**config.mk**
```make
export PLATFORM = sky130hd
export DESIGN_NAME = vending_brewer_flat
export DESIGN_NICKNAME = d
export VERILOG_FILES = /design/src/rtl/vending_brewer_if.sv /design/src/rtl/vending_brewer.sv /design/src/flat_wrapper.sv
export SDC_FILE = /design/constraint.sdc
export NUM_CORES = 1
export LEC_CHECK = 0
export BUFFER_PORTS_ARGS = -buffer_cell sky130_fd_sc_hd__buf_2
export CAP_MARGIN = 25
export CORE_MARGIN = 2
export CORE_UTILIZATION = 40
export DETAILED_ROUTE_END_ITERATION = 10
export SKIP_LAST_GASP = 1
export SYNTH_ARGS = -nofsm -noshare
export SYNTH_HDL_FRONTEND = slang
export SYNTH_SLANG_ARGS = --single-unit
```
**constraint.sdc**
```tcl
create_clock -name clock -period 4.4 [get_ports clock]
set_input_delay 0.44 -clock clock [delete_from_list [all_inputs] [get_ports clock]]
set_output_delay 0.44 -clock clock [all_outputs]
set_load 0.1 [all_outputs]
```
**src/rtl/vending_brewer_if.sv**
```systemverilog
// Front-panel bundle for vending_brewer: coin/button levels in, credit/change and valve drives out.
interface vending_brewer_if #(
    parameter int NUM_TYPES = 4,
    parameter int CREDIT_W  = 8
);
    localparam int TYPE_W = $clog2(NUM_TYPES);

    logic                coin_100;
    logic                coin_500;
    logic [TYPE_W-1:0]   coffee_type;
    logic                confirm;
    logic                cancel;
    logic [CREDIT_W-1:0] credit;
    logic [CREDIT_W-1:0] change;
    logic                water;
    logic                coffee;
    logic                sugar;
    logic                milk;
    logic                chocolate;
    logic                busy;
    logic                finished;
    logic                reject;
    logic                insufficient;

    modport master (
        output coin_100, coin_500, coffee_type, confirm, cancel,
        input  credit, change, water, coffee, sugar, milk, chocolate,
        input  busy, finished, reject, insufficient
    );

    modport slave (
        input  coin_100, coin_500, coffee_type, confirm, cancel,
        output credit, change, water, coffee, sugar, milk, chocolate,
        output busy, finished, reject, insufficient
    );
endinterface

```
**src/rtl/vending_brewer.sv**
```systemverilog
// Coin-credit drink vending controller with timed valve sequencing and change return.
// Optional cancel/refund path is built only when VENDING_REFUND_EN is defined.
module vending_brewer #(
    parameter int                            NUM_TYPES   = 4,
    parameter int                            CREDIT_W    = 8,
    parameter logic [NUM_TYPES*CREDIT_W-1:0] PRICES      = {8'd5, 8'd4, 8'd3, 8'd2},
    parameter logic [NUM_TYPES*4-1:0]        RECIPES     = {4'b1111, 4'b1011, 4'b0011, 4'b0001},
    parameter int                            STEP_CYCLES = 16
) (
    input logic             clock,
    input logic             reset,
    vending_brewer_if.slave bus
);
    localparam int TYPE_W = $clog2(NUM_TYPES);
    localparam int CNT_W  = $clog2(STEP_CYCLES + 1);
    localparam int SUM_W  = CREDIT_W + 3;

    typedef enum logic [1:0] {IDLE, DISPENSE, DONE} state_t;

    state_t              state;
    logic [CREDIT_W-1:0] credit;
    logic [CREDIT_W-1:0] change;
    logic [4:0]          mask;
    logic [4:0]          valves;
    logic [2:0]          phase;
    logic [CNT_W-1:0]    step_cnt;
    logic                busy;
    logic                finished;
    logic                reject;
    logic                insufficient;
    logic                prev_100;
    logic                prev_500;
    logic                prev_confirm;
    logic                edge_100;
    logic                edge_500;
    logic                edge_confirm;
    logic                coin_any;
    logic                coin_ovf;
    logic [SUM_W-1:0]    coin_sum;
    logic [CREDIT_W-1:0] credit_eff;
    logic [CREDIT_W-1:0] price_sel;
    logic [3:0]          recipe_sel;
    logic                type_ok;
    logic [2:0]          phase_nxt;
    logic                do_refund;

    // Phase 5 means "no further phase": the dispense is over.
    function automatic logic [2:0] next_phase(input logic [4:0] m, input logic [2:0] cur);
        logic [2:0] nxt;
        nxt = 3'd5;
        for (int i = 4; i >= 0; i--) begin
            if (m[i] && (3'(i) > cur)) nxt = 3'(i);
        end
        return nxt;
    endfunction

    always_comb begin
        edge_100     = bus.coin_100 & ~prev_100;
        edge_500     = bus.coin_500 & ~prev_500;
        edge_confirm = bus.confirm & ~prev_confirm;
        coin_any     = edge_100 | edge_500;
        coin_sum     = SUM_W'(credit) + (edge_100 ? SUM_W'(1) : '0) + (edge_500 ? SUM_W'(5) : '0);
        coin_ovf     = coin_sum > SUM_W'({CREDIT_W{1'b1}});
        // Coins land first so a same-cycle confirm or cancel sees the new credit.
        credit_eff   = (coin_any && !coin_ovf) ? coin_sum[CREDIT_W-1:0] : credit;
        price_sel    = '0;
        recipe_sel   = '0;
        type_ok      = 1'b0;
        for (int i = 0; i < NUM_TYPES; i++) begin
            if (bus.coffee_type == TYPE_W'(i)) begin
                price_sel  = PRICES[i*CREDIT_W +: CREDIT_W];
                recipe_sel = RECIPES[i*4 +: 4];
                type_ok    = 1'b1;
            end
        end
        phase_nxt = next_phase(mask, phase);
    end

`ifdef VENDING_REFUND_EN
    logic prev_cancel;

    always_ff @(posedge clock) prev_cancel <= bus.cancel;

    assign do_refund = bus.cancel && !prev_cancel && (credit_eff != '0);
`else
    logic unused_cancel;

    assign unused_cancel = bus.cancel;
    assign do_refund     = 1'b0;
`endif

    always_ff @(posedge clock) begin
        // Edge history tracks the inputs even in reset, so held levels never count as edges.
        prev_100     <= bus.coin_100;
        prev_500     <= bus.coin_500;
        prev_confirm <= bus.confirm;
        if (reset) begin
            state        <= IDLE;
            credit       <= '0;
            change       <= '0;
            mask         <= '0;
            valves       <= '0;
            phase        <= '0;
            step_cnt     <= '0;
            busy         <= 1'b0;
            finished     <= 1'b0;
            reject       <= 1'b0;
            insufficient <= 1'b0;
        end else begin
            finished     <= 1'b0;
            reject       <= 1'b0;
            insufficient <= 1'b0;
            case (state)
                IDLE: begin
                    if (coin_any) begin
                        if (coin_ovf) begin
                            reject <= 1'b1;
                        end else begin
                            credit <= coin_sum[CREDIT_W-1:0];
                            change <= '0;
                        end
                    end
                    if (do_refund) begin
                        change   <= credit_eff;
                        credit   <= '0;
                        busy     <= 1'b1;
                        finished <= 1'b1;
                        state    <= DONE;
                    end else if (edge_confirm) begin
                        if (!type_ok || (credit_eff < price_sel)) begin
                            insufficient <= 1'b1;
                        end else begin
                            change   <= credit_eff - price_sel;
                            credit   <= '0;
                            mask     <= {recipe_sel, 1'b1};
                            phase    <= '0;
                            step_cnt <= '0;
                            valves   <= 5'b00001;
                            busy     <= 1'b1;
                            state    <= DISPENSE;
                        end
                    end
                end
                DISPENSE: begin
                    if (coin_any) reject <= 1'b1;
                    if (step_cnt == CNT_W'(STEP_CYCLES - 1)) begin
                        step_cnt <= '0;
                        if (phase_nxt == 3'd5) begin
                            valves   <= '0;
                            finished <= 1'b1;
                            state    <= DONE;
                        end else begin
                            phase  <= phase_nxt;
                            valves <= 5'(5'b00001 << phase_nxt);
                        end
                    end else begin
                        step_cnt <= step_cnt + CNT_W'(1);
                    end
                end
                DONE: begin
                    if (coin_any) reject <= 1'b1;
                    busy  <= 1'b0;
                    state <= IDLE;
                end
                default: state <= IDLE;
            endcase
        end
    end

    assign bus.credit       = credit;
    assign bus.change       = change;
    assign bus.water        = valves[0];
    assign bus.coffee       = valves[1];
    assign bus.sugar        = valves[2];
    assign bus.milk         = valves[3];
    assign bus.chocolate    = valves[4];
    assign bus.busy         = busy;
    assign bus.finished     = finished;
    assign bus.reject       = reject;
    assign bus.insufficient = insufficient;
endmodule
```
**src/flat_wrapper.sv**
```systemverilog
// flat-port wrapper written by rule: the top's interface ports become plain ports
module vending_brewer_flat 
#(
    parameter int                            NUM_TYPES   = 4,
    parameter int                            CREDIT_W    = 8,
    parameter logic [NUM_TYPES*CREDIT_W-1:0] PRICES      = {8'd5, 8'd4, 8'd3, 8'd2},
    parameter logic [NUM_TYPES*4-1:0]        RECIPES     = {4'b1111, 4'b1011, 4'b0011, 4'b0001},
    parameter int                            STEP_CYCLES = 16
)
  (clock, reset, bus_coin_100, bus_coin_500, bus_coffee_type, bus_confirm, bus_cancel, bus_credit, bus_change, bus_water, bus_coffee, bus_sugar, bus_milk, bus_chocolate, bus_busy, bus_finished, bus_reject, bus_insufficient);
  vending_brewer_if #(.NUM_TYPES(NUM_TYPES), .CREDIT_W(CREDIT_W)) bus_i ();
  input logic clock;
  input logic reset;
  input wire logic [$bits(bus_i.coin_100)-1:0] bus_coin_100;
  input wire logic [$bits(bus_i.coin_500)-1:0] bus_coin_500;
  input wire logic [$bits(bus_i.coffee_type)-1:0] bus_coffee_type;
  input wire logic [$bits(bus_i.confirm)-1:0] bus_confirm;
  input wire logic [$bits(bus_i.cancel)-1:0] bus_cancel;
  output wire logic [$bits(bus_i.credit)-1:0] bus_credit;
  output wire logic [$bits(bus_i.change)-1:0] bus_change;
  output wire logic [$bits(bus_i.water)-1:0] bus_water;
  output wire logic [$bits(bus_i.coffee)-1:0] bus_coffee;
  output wire logic [$bits(bus_i.sugar)-1:0] bus_sugar;
  output wire logic [$bits(bus_i.milk)-1:0] bus_milk;
  output wire logic [$bits(bus_i.chocolate)-1:0] bus_chocolate;
  output wire logic [$bits(bus_i.busy)-1:0] bus_busy;
  output wire logic [$bits(bus_i.finished)-1:0] bus_finished;
  output wire logic [$bits(bus_i.reject)-1:0] bus_reject;
  output wire logic [$bits(bus_i.insufficient)-1:0] bus_insufficient;
  assign bus_i.coin_100 = bus_coin_100;
  assign bus_i.coin_500 = bus_coin_500;
  assign bus_i.coffee_type = bus_coffee_type;
  assign bus_i.confirm = bus_confirm;
  assign bus_i.cancel = bus_cancel;
  assign bus_credit = bus_i.credit;
  assign bus_change = bus_i.change;
  assign bus_water = bus_i.water;
  assign bus_coffee = bus_i.coffee;
  assign bus_sugar = bus_i.sugar;
  assign bus_milk = bus_i.milk;
  assign bus_chocolate = bus_i.chocolate;
  assign bus_busy = bus_i.busy;
  assign bus_finished = bus_i.finished;
  assign bus_reject = bus_i.reject;
  assign bus_insufficient = bus_i.insufficient;
  vending_brewer #(.NUM_TYPES(NUM_TYPES), .CREDIT_W(CREDIT_W), .PRICES(PRICES), .RECIPES(RECIPES), .STEP_CYCLES(STEP_CYCLES)) u_core (.clock(clock), .reset(reset), .bus(bus_i));
endmodule
```
# Yosys cells after proc, flatten, opt, wreduce, memory -nomap -nowiden
# Cells that the tools add are included.
# word_totals
in_bits,8
regBits,43
wordCells,128
# classes
n_lt_le_gt_ge,7
n_addsub,4
bitwise_logic,12
shift,1
reduce_logical,22
mux,56
n_eq_ne,12
# op_table
operator,count
8-bit two-way mux,11
5-bit two-way mux,7
3-bit two-way mux,9
5-bit one-hot mux with 2 select lines,2
1-bit two-way mux,14
2-bit two-way mux,7
11-bit adder,1
8-bit by 11-bit adder with 11-bit output,1
11-bit by 8-bit greater-than comparator with 1-bit output (second input constant),1
3-bit AND reduction,3
8-bit < comparator,1
4-bit two-way mux,2
1-bit NOT,8
4-bit AND reduction,2
8-bit subtractor,1
2-bit equality test (second input constant),3
1-bit by 3-bit greater-than comparator with 1-bit output (first input constant),2
2-bit by 3-bit greater-than comparator with 1-bit output (first input constant),2
1-bit logical AND,6
2-bit by 1-bit != test with 1-bit output (second input constant),3
3-bit one-hot mux with 2 select lines,1
3-bit OR reduction,2
5-bit by 1-bit adder with 5-bit output (second input constant),1
5-bit by 4-bit equality test with 1-bit output (second input constant),1
15 further kinds,23

# Depth between registers and ports, before layout
# Gate-level depths: netlist (run 1).
# depth
ltp_word,14
ltp_mapped,18

# Worst setup path before layout (run 1)
# Ideal clock, no wire load.
# synth_path
path_type,input-to-reg
startpoint,input port bus_coin_500
endpoint,register u_core.valves[4]
setup_ps,123
path_buffers,0
path_stages,17
t_arrival_ps,4120
slack_ps,157
required_time_ps,4277
cell_sequence,nor2b_4 > inv_1 > ha_1 > ha_1 > a21o_2 > ha_1 > maj3_4 > a21oi_1 > mux2i_1 > ha_1 > inv_1 > fa_1 > a21oi_1 > o2111a_2 > a21o_4 > nor2_8 > mux2_1
# synth_via
elab_chain_cells,11
elab_cells_between_ends,12
# synth_rtl
element,line_no,rtl
start: declaration,flat_wrapper.sv:15,input wire logic [$bits(bus_i.coin_500)-1:0] bus_coin_500;
1-bit bitwise AND (*),vending_brewer.sv:59,edge_500 = bus.coin_500 & ~prev_500;
3-bit two-way mux,vending_brewer.sv:62,coin_sum = SUM_W'(credit) + (edge_100 ? SUM_W'(1) : '0) + (edge_500 ? SUM_W'(5) : '0);
11-bit adder,vending_brewer.sv:62,
11-bit by 8-bit greater-than comparator with 1-bit output,vending_brewer.sv:63,coin_ovf = coin_sum > SUM_W'({CREDIT_W{1'b1}});
1-bit zero test,vending_brewer.sv:65,credit_eff = (coin_any && !coin_ovf) ? coin_sum[CREDIT_W-1:0] : credit;
1-bit logical AND,vending_brewer.sv:65,
8-bit two-way mux (*),vending_brewer.sv:65,
8-bit < comparator (*),vending_brewer.sv:130,if (!type_ok || (credit_eff < price_sel)) begin
1-bit logical OR (*),vending_brewer.sv:130,
2-bit != test (no line) (*),-,
4-bit AND reduction (no line) (*),-,
end signal: assignment,vending_brewer.sv:154,valves <= 5'(5'b00001 << phase_nxt);
end: declaration,vending_brewer.sv:24,logic [4:0] valves;
# Every way passes the cells marked *; elsewhere a longest branch is shown, timed or not.
# A chain may end at the register's enable or synchronous reset.

# Worst setup path after layout (run 1)
# layout_path
startpoint,register u_core.prev_100
endpoint,register u_core.valves[4]
# layout_via
elab_chain_cells,13
elab_cells_between_ends,14
# layout_rtl
element,line_no,rtl
start: declaration,vending_brewer.sv:31,logic prev_100;
start signal: assignment,vending_brewer.sv:94,prev_100 <= bus.coin_100;
1-bit NOT (*),vending_brewer.sv:58,edge_100 = bus.coin_100 & ~prev_100;
1-bit bitwise AND (*),vending_brewer.sv:58,
1-bit two-way mux,vending_brewer.sv:62,
8-bit by 11-bit adder with 11-bit output,vending_brewer.sv:62,
11-bit adder,vending_brewer.sv:62,
11-bit by 8-bit greater-than comparator with 1-bit output,vending_brewer.sv:63,
1-bit zero test,vending_brewer.sv:65,
1-bit logical AND,vending_brewer.sv:65,
8-bit two-way mux (*),vending_brewer.sv:65,
8-bit < comparator (*),vending_brewer.sv:130,
1-bit logical OR (*),vending_brewer.sv:130,
2-bit != test (no line) (*),-,
4-bit AND reduction (no line) (*),-,
# Marked as above.

==> impl_metrics.env, run 1 <==
export IMPL_rsz0062_at_grt="false"
export IMPL_peak_supply_drop_mv=0.222
export IMPL_cts_resized=0
export IMPL_clock_insertion_delay_worst_skew_ns=0.31
export IMPL_pwr_share_seq_pct=32.9
export IMPL_cts_max_path_buffers=2
export IMPL_die_footprint_sq_um=6970
export IMPL_dominantRegCellSynth="sky130_fd_sc_hd__dfxtp_1"
export IMPL_syn_inst=293
export IMPL_first_pass_grt_wire_length_mm=9.83
export IMPL_crit_path_end_kind="flip-flop"
export IMPL_synth_top_cells_by_area="sky130_fd_sc_hd__dfxtp_1 (33%), sky130_fd_sc_hd__nand2_1 (6.4%), sky130_fd_sc_hd__ha_1 (5.9%)"
export IMPL_routed_via_count=2197
export IMPL_post_cts_buffers=0
export IMPL_synth_fp_nets=314
export IMPL_final_hold_vios=0
export IMPL_wl_per_cell_um=13.9
export IMPL_synth_compound_area_share_pct=20.2
export IMPL_drv_slew=0
export IMPL_cell_area_after_synthesis_sq_um=2530
export IMPL_setup_violations=0
export IMPL_post_synthesis_register_bit_count=42
export IMPL_worst_setup_path_start_kind="flip-flop"
export IMPL_worst_r2r_cell_count=18
export IMPL_num_antenna_cells=0
export IMPL_comb_power_share_pct=37.7
export IMPL_p_leak_nw=1.25
export IMPL_synth_top_family_by_area="simple AND/OR/NAND/NOR gates"
export IMPL_grt_pass1_vias=2047
export IMPL_holdBufCountCts=0
export IMPL_ys_top_cells_by_count="sky130_fd_sc_hd__nand2_1 (43), sky130_fd_sc_hd__dfxtp_1 (42), sky130_fd_sc_hd__nor2_1 (26)"
export IMPL_tritoncts_clock_tree="yes"
export IMPL_yosys_area_top_type="sky130_fd_sc_hd__dfxtp_1"
export IMPL_fin_tns_setup_ns=0
export IMPL_synthToLayoutAreaGrowth_pct=17.2
export IMPL_yosys_area_share_xor_xnor_pct=4.11
export IMPL_final_min_period_over_clock_period_pct=93.1
export IMPL_yosysMostFrequentCell="sky130_fd_sc_hd__nand2_1"
export IMPL_post_route_drc_count=0
export IMPL_synth_edf_count=0
export IMPL_postLayoutCoreUtil_pct=49.1
export IMPL_synth_warnings=0
export IMPL_layout_min_cycle_time_ns=4.10
export IMPL_die_w_um=83.5
export IMPL_path_clk_slew_ns=0.09
export IMPL_clock_network_fraction_of_total_power_pct=29.4
export IMPL_yosysSeqAreaShare_pct=33.3
export IMPL_route_detailed_vias_per_inst=5.31
export IMPL_gpl_final_weighted_congestion=0.805
export IMPL_net_switching_power_w=0.000501
export IMPL_synthDistinctLibCells=65
export IMPL_detail_route_wirelength_mm=5.74
export IMPL_outcome="finished, final reports clean"
export IMPL_initial_utilization_pct=41.9
export IMPL_netSwitchingFraction_pct=38.7
export IMPL_post_synth_top_area_fraction_pct=33.3
export IMPL_min_delay_path_depth=1
export IMPL_fp_row_count=28
export IMPL_detailedRoute_firstPassIterationCount=4
export IMPL_grt_use_total_pct=16.9
export IMPL_area_of_the_placeable_core_sq_um=6030
export IMPL_cellInternalPower_w=0.000794
export IMPL_placed_wire_length_estimate_after_detailed_placement_mm=4.23
export IMPL_tightest_slew_ns=0.755
export IMPL_cp_required_ns=4.60
export IMPL_worstSetupPathType="reg2reg"
export IMPL_numnets_final=359
export IMPL_design_portCount=33
export IMPL_numCtsBuffers=5
export IMPL_final_fill_count=593
export IMPL_ys_async_sr_fraction_pct=0
export IMPL_synth_adder_area_share_pct=7.28
export IMPL_hold_class="in2reg"
export IMPL_critical_path_peak_fanout=4
export IMPL_drt_first_iter_violations=120
export IMPL_grt_start_max_net_pins=26
export IMPL_grt_remaining_overflow=0
export IMPL_fin_skew_ns=0.00913
export IMPL_grt_antenna_before_repair=0
export IMPL_synth_mux_area_fraction_pct=5.10
export IMPL_timing_fmax_mhz=244
export IMPL_critical_path_arrival_ns=4.30
export IMPL_fp_dieH_um=83.5
export IMPL_port_buffer_count=31
export IMPL_max_cap_viol_count=0
export IMPL_timing_slew_headroom_pct=49.0
export IMPL_clock_root_buffer="sky130_fd_sc_hd__clkbuf_8"
export IMPL_final_layout_size_suffix_gt1_share_pct=24.5
export IMPL_synthesis_area_per_instance_sq_um=8.62
export IMPL_total_power_w=0.00130
export IMPL_power_density_cell_area_nw_per_um2=437
export IMPL_htree_levels=2
export IMPL_cts_sink_count=42
export IMPL_route_antenna_remaining_nets=0
export IMPL_post_synth_and_or_nand_nor_area_fraction_pct=24.7
[metrics by stage]
stage	setup WS, ns	hold slack (ns)	cell area (sq um)	instances
after CTS	0.298	0.239	2960	414
after global routing	0.0481	0.246	2960	414
final	0.305	0.242	2960	414
after global placement	0.144	0.437	2820	406
after floorplan	0.157	0.432	2530	293
after detailed placement	0.0537	0.439	2820	406
[routing by layer]
layer	vias to the layer above	wire length, um	global-route usage [%]
li1	1133	-	-
met1	1024	2870	23.5
met2	34	2640	27.1
met3	6	177	3.07
met4	0	61	3.96
met5	-	0	0
[registers in the layout, indices dropped and copies added, names as in the netlist, 2 cells and up]
register	count
u_core.step_cnt	5
u_core.valves	5
u_core.mask	4
u_core.bus.change	8
u_core.state	2
u_core.phase	3
u_core.bus.credit	8
[critical path, cell delays in order, from the launching register on]
cell and delay, ns:
sky130_fd_sc_hd__dfxtp_1 0.32, sky130_fd_sc_hd__nor2b_1 0.14, sky130_fd_sc_hd__inv_1 0.06, sky130_fd_sc_hd__ha_1 0.27, sky130_fd_sc_hd__ha_1 0.19, sky130_fd_sc_hd__a21o_2 0.18, sky130_fd_sc_hd__ha_1 0.20, sky130_fd_sc_hd__maj3_4 0.33
sky130_fd_sc_hd__a21oi_1 0.22, sky130_fd_sc_hd__mux2i_1 0.22, sky130_fd_sc_hd__buf_4 0.14, sky130_fd_sc_hd__ha_1 0.13, sky130_fd_sc_hd__inv_1 0.05, sky130_fd_sc_hd__fa_1 0.39, sky130_fd_sc_hd__a21oi_1 0.26, sky130_fd_sc_hd__o2111a_2 0.31
sky130_fd_sc_hd__a21o_4 0.19, sky130_fd_sc_hd__nor2_8 0.05, sky130_fd_sc_hd__mux2_1 0.31
[power groups by stage]
stage               logic [W]  clock network (W)  registers [W]
floorplan            0.000260                  0       0.000537
global placement     0.000484                  0       0.000434
detailed placement   0.000486                  0       0.000436
CTS                  0.000490           0.000384       0.000427
global route         0.000531           0.000395       0.000430
finish               0.000488           0.000381       0.000426
[layout make-up]
type                       count  area, sq um  area share [%]
multi-input combinational    228         1550            52.3
clock inverter                 3         68.8            2.32
inverter                      11         41.3            1.39
tap                           75         93.8            3.17
clock buffer                   5         68.8            2.32
timing repair buffer          50          298            10.1
sequential                    42          841            28.4
[worst paths after layout]
path	from	endpoint	slack (ns)
setup / recovery	u_core.prev_100$_DFF_P_	u_core.valves[4]$_SDFFE_PP0P_	0.30
hold / removal	bus_coin_500	u_core.prev_500$_DFF_P_	0.24
setup reg to reg	u_core.prev_100$_DFF_P_	u_core.valves[4]$_SDFFE_PP0P_	0.30
hold reg to reg	u_core.bus.change[7]$_SDFFE_PP0N_	u_core.bus.change[7]$_SDFFE_PP0N_	0.45
[kinds of logic (layout without fill, tap and decap cells)]
group                    Yosys count  in the layout
XOR/XNOR                          11             11
multiplexers                      11             11
flip-flops                        42             42
adder cells (fa/ha/maj)           14             14
AND/OR/NAND/NOR                  121            121
buffers and inverters             23             69
AO/OA/AOI/OAI                     71             71
[placed cells by master (no fill, tap or decap), types with 2 or more instances in the layout]
cell type | synthesis | routed
sky130_fd_sc_hd__nor2_1 | 26 | 26
sky130_fd_sc_hd__nand3_1 | 9 | 9
sky130_fd_sc_hd__a21o_2 | 2 | 2
sky130_fd_sc_hd__nand4_1 | 3 | 3
sky130_fd_sc_hd__bufinv_16 | 0 | 2
sky130_fd_sc_hd__o21ai_0 | 13 | 13
sky130_fd_sc_hd__clkbuf_8 | 5 | 5
sky130_fd_sc_hd__inv_1 | 11 | 11
sky130_fd_sc_hd__o211ai_1 | 4 | 4
sky130_fd_sc_hd__mux2i_1 | 8 | 8
sky130_fd_sc_hd__xor2_1 | 3 | 3
sky130_fd_sc_hd__buf_2 | 0 | 31
sky130_fd_sc_hd__a31oi_1 | 5 | 5
sky130_fd_sc_hd__nor3b_1 | 2 | 2
sky130_fd_sc_hd__nor2b_1 | 5 | 5
sky130_fd_sc_hd__nand2_1 | 43 | 43
sky130_fd_sc_hd__xnor2_1 | 7 | 7
sky130_fd_sc_hd__o21a_1 | 3 | 3
sky130_fd_sc_hd__and2_2 | 2 | 2
sky130_fd_sc_hd__a22oi_1 | 2 | 2
sky130_fd_sc_hd__a21o_1 | 4 | 4
sky130_fd_sc_hd__nand2b_1 | 5 | 5
sky130_fd_sc_hd__buf_4 | 0 | 19
sky130_fd_sc_hd__nor3_1 | 9 | 9
sky130_fd_sc_hd__a21oi_1 | 19 | 19
sky130_fd_sc_hd__nor4_1 | 2 | 2
sky130_fd_sc_hd__ha_1 | 12 | 12
sky130_fd_sc_hd__a221oi_1 | 2 | 2
sky130_fd_sc_hd__dfxtp_1 | 42 | 42
No activity file was read; power rests on OpenSTA's default activity.
==> inputs of run 2 (changes only) <==
Settings changed: CORE_UTILIZATION 40 to 54, CTS_BUF_LIST from default to sky130_fd_sc_hd__clkbuf_8, PLACE_DENSITY from default to 0.78, SLEW_MARGIN from default to 20.
==> impl_metrics.env, run 2 (synthesis gave the netlist of run 1 again) <==
export IMPL_route_detailed_vias_per_inst=6.01
export IMPL_synthToLayoutAreaGrowth_pct=11.1
export IMPL_final_fill_count=383
export IMPL_clock_insertion_delay_worst_skew_ns=0.31
export IMPL_grt_start_max_net_pins=26
export IMPL_path_clk_slew_ns=0.08
export IMPL_setup_violations=0
export IMPL_post_cts_buffers=0
export IMPL_crit_path_end_kind="flip-flop"
export IMPL_outcome="finished, final reports clean"
export IMPL_cts_resized=0
export IMPL_first_pass_grt_wire_length_mm=9.31
export IMPL_tritoncts_clock_tree="yes"
export IMPL_layout_cell_area_non_filler_sq_um=2810
export IMPL_grt_antenna_before_repair=0
export IMPL_met3_wirelength_um=446
export IMPL_reg_largest_list="u_core.bus.change: 8 flops, u_core.bus.credit: 8 flops"
export IMPL_highest_signal_layer="met4"
export IMPL_numCtsBuffers=5
export IMPL_worst_r2r_setup_slack_ns=0.30
export IMPL_area_of_the_placeable_core_sq_um=4440
export IMPL_critical_path_peak_fanout=5
export IMPL_cts_sink_count=42
export IMPL_post_route_drc_count=0
export IMPL_detail_route_wirelength_mm=5.73
export IMPL_timing_slew_headroom_pct=43.3
export IMPL_rsz0062_at_grt="false"
export IMPL_die_footprint_sq_um=5240
export IMPL_numnets_final=348
export IMPL_gpl_final_weighted_congestion=0.816
export IMPL_p_leak_nw=1.17
export IMPL_grt_remaining_overflow=0
export IMPL_cts_max_path_buffers=2
export IMPL_initial_utilization_pct=56.8
export IMPL_critical_path_arrival_ns=4.31
export IMPL_wirelength_met1_mm=2.49
export IMPL_fp_row_count=24
export IMPL_cp_required_ns=4.60
export IMPL_tightest_slew_ns=0.838
export IMPL_num_antenna_cells=0
export IMPL_area_of_the_multi_input_gates_sq_um=1550
export IMPL_routed_wl_met2_mm=2.64
export IMPL_drv_slew=0
export IMPL_placed_wire_length_estimate_after_detailed_placement_mm=4.24
export IMPL_final_layout_size_suffix_gt1_share_pct=22.0
export IMPL_final_hold_vios=0
export IMPL_mostFrequentLayoutCell="sky130_fd_sc_hd__nand2_1"
export IMPL_drt_first_iter_violations=199
export IMPL_worst_setup_path_start_kind="flip-flop"
export IMPL_fin_skew_ns=0.00408
export IMPL_hold_class="in2reg"
export IMPL_layout_cells_most_common_list="sky130_fd_sc_hd__nand2_1 (43), sky130_fd_sc_hd__dfxtp_1 (42), sky130_fd_sc_hd__buf_2 (31)"
export IMPL_die_w_um=72.4
export IMPL_worstSetupPathType="reg2reg"
export IMPL_wl_per_cell_um=15.1
export IMPL_grt_use_total_pct=23.2
export IMPL_seqCellArea_sq_um=841
export IMPL_fin_tns_setup_ns=0
export IMPL_fp_dieH_um=72.4
export IMPL_grt_pass1_vias=2080
export IMPL_route_antenna_remaining_nets=0
export IMPL_htree_levels=2
export IMPL_layout_min_cycle_time_ns=4.10
export IMPL_power_density_cell_area_nw_per_um2=415
export IMPL_clock_root_buffer="sky130_fd_sc_hd__clkbuf_8"
export IMPL_design_portCount=33
export IMPL_peak_supply_drop_mv=0.225
export IMPL_max_cap_viol_count=0
export IMPL_port_buffer_count=31
export IMPL_hold_ws_ns=0.242
export IMPL_total_power_w=0.00116
export IMPL_final_min_period_over_clock_period_pct=93.3
export IMPL_holdBufCountCts=0
export IMPL_routed_via_count=2284
export IMPL_timing_fmax_mhz=244
export IMPL_place_area_sq_um=2710
export IMPL_detailedRoute_firstPassIterationCount=5
run 2: cell count changes in the layout (fill, tap and decap cells not counted), sizes merged:
cell | before | now
bufinv | 2 | 0
buf | 50 | 39
clkbuf | 5 | 6
clkinvlp | 0 | 1
run 2: cell type report:
cell class,instances,area share (%)
Clock buffer,6,2.94
Clock inverter,2,0.446
Inverter,11,1.47
Multi-Input combinational cell,228,55.2
Sequential cell,42,30.0
Tap cell,52,2.32
Timing Repair Buffer,39,7.67
run 2: path summary, 6_finish.rpt:
| kind | start | end | cells past startpoint |
|---|---|---|---|
| max | u_core.prev_100$_DFF_P_ | u_core.valves[4]$_SDFFE_PP0P_ | 17 |
| min | bus_coin_100 | u_core.prev_100$_DFF_P_ | 1 |
| max reg2reg | u_core.prev_100$_DFF_P_ | u_core.valves[4]$_SDFFE_PP0P_ | 17 |
| min reg2reg | u_core.bus.change[3]$_SDFFE_PP0N_ | u_core.bus.change[3]$_SDFFE_PP0N_ | 2 |
run 2: power breakdown:
group | internal, W | switching [W] | total [W]
Sequential | 0.000405 | 0.0000217 | 0.000427
Clock | 0.000126 | 0.000141 | 0.000267
Combinational | 0.000143 | 0.000327 | 0.000470
run 2: stage by stage:
step	instances	setup slack, ns	utilization [%]
detailed placement	372	0.0209	61.0
floorplan	293	0.157	-
global route	380	0.0814	63.1
global placement	372	0.0888	61.0
CTS	380	0.282	63.1
finish	380	0.296	63.1
run 2: critical path, stage by stage, from the launching register on:
cell                       delay [ns]
sky130_fd_sc_hd__dfxtp_1         0.30
sky130_fd_sc_hd__nor2b_1         0.17
sky130_fd_sc_hd__inv_1           0.06
sky130_fd_sc_hd__ha_1            0.27
sky130_fd_sc_hd__ha_1            0.20
sky130_fd_sc_hd__a21o_2          0.19
sky130_fd_sc_hd__ha_1            0.21
sky130_fd_sc_hd__maj3_4          0.33
sky130_fd_sc_hd__a21oi_1         0.23
sky130_fd_sc_hd__mux2i_1         0.28
sky130_fd_sc_hd__ha_1            0.18
sky130_fd_sc_hd__inv_1           0.06
sky130_fd_sc_hd__fa_1            0.41
sky130_fd_sc_hd__a21oi_1         0.25
sky130_fd_sc_hd__o2111a_2        0.29
sky130_fd_sc_hd__a21o_4          0.19
sky130_fd_sc_hd__nor2_8          0.06
sky130_fd_sc_hd__mux2_1          0.32
run 2: layer usage:
metal	global-route usage, %	vias to the layer above
met5	0	-
met4	10.7	0
met3	6.81	15
met2	36.9	99
met1	29.0	1068
li1	-	1102
==> inputs of run 3 (changes only) <==
--- a/config.mk
+++ b/config.mk
@@ -11,6 +11,8 @@
 export CORE_UTILIZATION = 54
 export CTS_BUF_LIST = sky130_fd_sc_hd__clkbuf_8
+export CTS_CLUSTER_SIZE = 14
 export DETAILED_ROUTE_END_ITERATION = 10
 export PLACE_DENSITY = 0.78
+export SETUP_SLACK_MARGIN = 0.3
 export SKIP_LAST_GASP = 1
 export SLEW_MARGIN = 20
==> constraint.sdc (replaced) <==
create_clock -name clock -period 4.4 [get_ports clock]
set_input_delay 0.22 -clock clock [delete_from_list [all_inputs] [get_ports clock]]
set_output_delay 0.22 -clock clock [all_outputs]
set_load 0.1 [all_outputs]
==> impl_metrics.env, run 3 (synthesis gave the netlist of run 1 again) <==
export IMPL_first_pass_grt_wire_length_mm=9.19
export IMPL_hold_class="in2reg"
export IMPL_worst_path_dominant_cell_family="adder cells"
export IMPL_grt_pass1_vias=1974
export IMPL_fp_dieH_um=72.4
export IMPL_cellInternalPower_w=0.000684
export IMPL_critical_path_arrival_ns=4.14
export IMPL_max_cap_viol_count=0
export IMPL_clock_network_fraction_of_total_power_pct=21.8
export IMPL_numCtsBuffers=5
export IMPL_p_leak_nw=1.18
export IMPL_initial_utilization_pct=56.8
export IMPL_critical_path_peak_fanout=5
export IMPL_rsz0062_at_grt="false"
export IMPL_gpl_final_weighted_congestion=0.799
export IMPL_worst_path_max_delay_cell="sky130_fd_sc_hd__fa_2"
export IMPL_final_min_period_over_clock_period_pct=89.9
export IMPL_cp_required_ns=4.59
export IMPL_comb_power_share_pct=41.6
export IMPL_tightest_slew_ns=0.753
export IMPL_worst_setup_path_start_kind="flip-flop"
export IMPL_setup_violations=0
export IMPL_detailedRoute_firstPassIterationCount=4
export IMPL_fin_tns_setup_ns=0
export IMPL_hold_ws_ns=0.0372
export IMPL_dp_cells=368
export IMPL_layout_min_cycle_time_ns=3.96
export IMPL_post_route_drc_count=0
export IMPL_clock_insertion_delay_worst_skew_ns=0.29
export IMPL_fin_skew_ns=0.00562
export IMPL_critical_path_max_stage_delay_ns=0.40
export IMPL_htree_levels=2
export IMPL_grt_antenna_before_repair=0
export IMPL_route_antenna_remaining_nets=0
export IMPL_cts_sink_count=42
export IMPL_grt_use_total_pct=22.4
export IMPL_clock_root_buffer="sky130_fd_sc_hd__clkbuf_8"
export IMPL_route_detailed_vias_per_inst=5.76
export IMPL_drv_slew=0
export IMPL_path_clk_slew_ns=0.08
export IMPL_pwr_share_seq_pct=36.6
export IMPL_timing_fmax_mhz=253
export IMPL_cp_cell_sequence="nor2b_4, inv_1, ha_1, ha_1, a21o_2, ha_2, maj3_4, a21oi_4, mux2i_2, ha_2, inv_1, fa_2, a21oi_4, o2111a_2, a21o_4, nor2_8, mux2_1"
export IMPL_drt_first_iter_violations=158
export IMPL_area_of_the_placeable_core_sq_um=4440
export IMPL_die_w_um=72.4
export IMPL_worstSetupPathType="reg2reg"
export IMPL_layout_cells_non_filler=381
export IMPL_tritoncts_clock_tree="yes"
export IMPL_worst_path_buf_inv=2
export IMPL_wl_per_cell_um=14.8
export IMPL_netSwitchingFraction_pct=41.5
export IMPL_timing_slew_headroom_pct=49.1
export IMPL_mostFrequentLayoutCell="sky130_fd_sc_hd__nand2_1"
export IMPL_postLayoutCoreUtil_pct=64.1
export IMPL_crit_path_end_kind="flip-flop"
export IMPL_detail_route_wirelength_mm=5.65
export IMPL_final_layout_size_suffix_gt1_share_pct=24.3
export IMPL_port_buffer_count=31
export IMPL_layout_cells_most_common_list="sky130_fd_sc_hd__nand2_1 (43), sky130_fd_sc_hd__dfxtp_1 (41), sky130_fd_sc_hd__buf_2 (31)"
export IMPL_final_hold_vios=0
export IMPL_peak_supply_drop_mv=0.246
export IMPL_numnets_final=349
export IMPL_reg_largest_list="u_core.bus.change: 8 flops, u_core.bus.credit: 8 flops"
export IMPL_routed_via_count=2195
export IMPL_net_switching_power_w=0.000485
export IMPL_outcome="finished, final reports clean"
export IMPL_grt_start_max_net_pins=26
export IMPL_placed_wire_length_estimate_after_detailed_placement_mm=3.97
export IMPL_num_antenna_cells=0
export IMPL_cts_max_path_buffers=2
export IMPL_synthToLayoutAreaGrowth_pct=12.8
export IMPL_holdBufCountCts=0
export IMPL_grt_remaining_overflow=0
export IMPL_fp_row_count=24
export IMPL_design_portCount=33
export IMPL_die_footprint_sq_um=5240
export IMPL_power_density_cell_area_nw_per_um2=410
==> run 3: cell type report <==
cell class	instances	area (sq um)
inverter	11	41.3
timing repair buffer	40	223
clock buffer	6	82.6
tap	52	65.1
fill	413	1600
multi-input combinational	228	1590
sequential	42	842
clock inverter	2	8.76
==> run 3: layer usage <==
layer | track usage [%] | up-vias | wire (um)
met5 | 0 | - | 0
met4 | 8.85 | 0 | 94
met3 | 4.72 | 8 | 307
met2 | 34.4 | 56 | 2670
met1 | 30.9 | 1026 | 2570
li1 | - | 1105 | -
==> run 3: worst register-to-register path, delay by kind of cell, from the launching register on <==
family	cells	cell delay, ns
buf+inv	2	0.12
fa+ha+maj	6	1.63
flops	1	0.33
simple gates	2	0.21
compound gates	5	1.00
mux	2	0.58
==> run 3: path summary, 6_finish.rpt <==
path	from	to	slack (ns)	cells after the start
worst max register to register	u_core.prev_500$_DFF_P_	u_core.valves[4]$_SDFFE_PP0P_	0.44	17
worst min-delay path	bus_coin_100	u_core.prev_100$_DFF_P_	0.04	1
worst min register to register	u_core.bus.change[7]$_SDFFE_PP0N_	u_core.bus.change[7]$_SDFFE_PP0N_	0.45	2
worst max-delay path	u_core.prev_500$_DFF_P_	u_core.valves[4]$_SDFFE_PP0P_	0.44	17
==> run 3: timing repair <==
item	CTS	global route
setup endpoints to repair	6	33
pin swaps	0	4
resized for setup	2	8
setup buffers	0	5
==> run 3: per-stage QoR <==
step                      area, sq um  power [W]  worst slack [ns]
after floorplan                  2530   0.000797             0.320
after global placement           2680   0.000891             0.237
after detailed placement         2680   0.000897             0.189
after CTS                        2780    0.00116             0.313
after global routing             2850    0.00123             0.270
final                            2850    0.00117             0.445
==> run 3: power by group through the flow <==
stage	Sequential, W	Clock, W	Combinational [W]
finish	0.000428	0.000255	0.000486
detailed placement	0.000436	0	0.000461
CTS	0.000427	0.000265	0.000465
global route	0.000432	0.000276	0.000524
global placement	0.000435	0	0.000455
floorplan	0.000538	0	0.000260
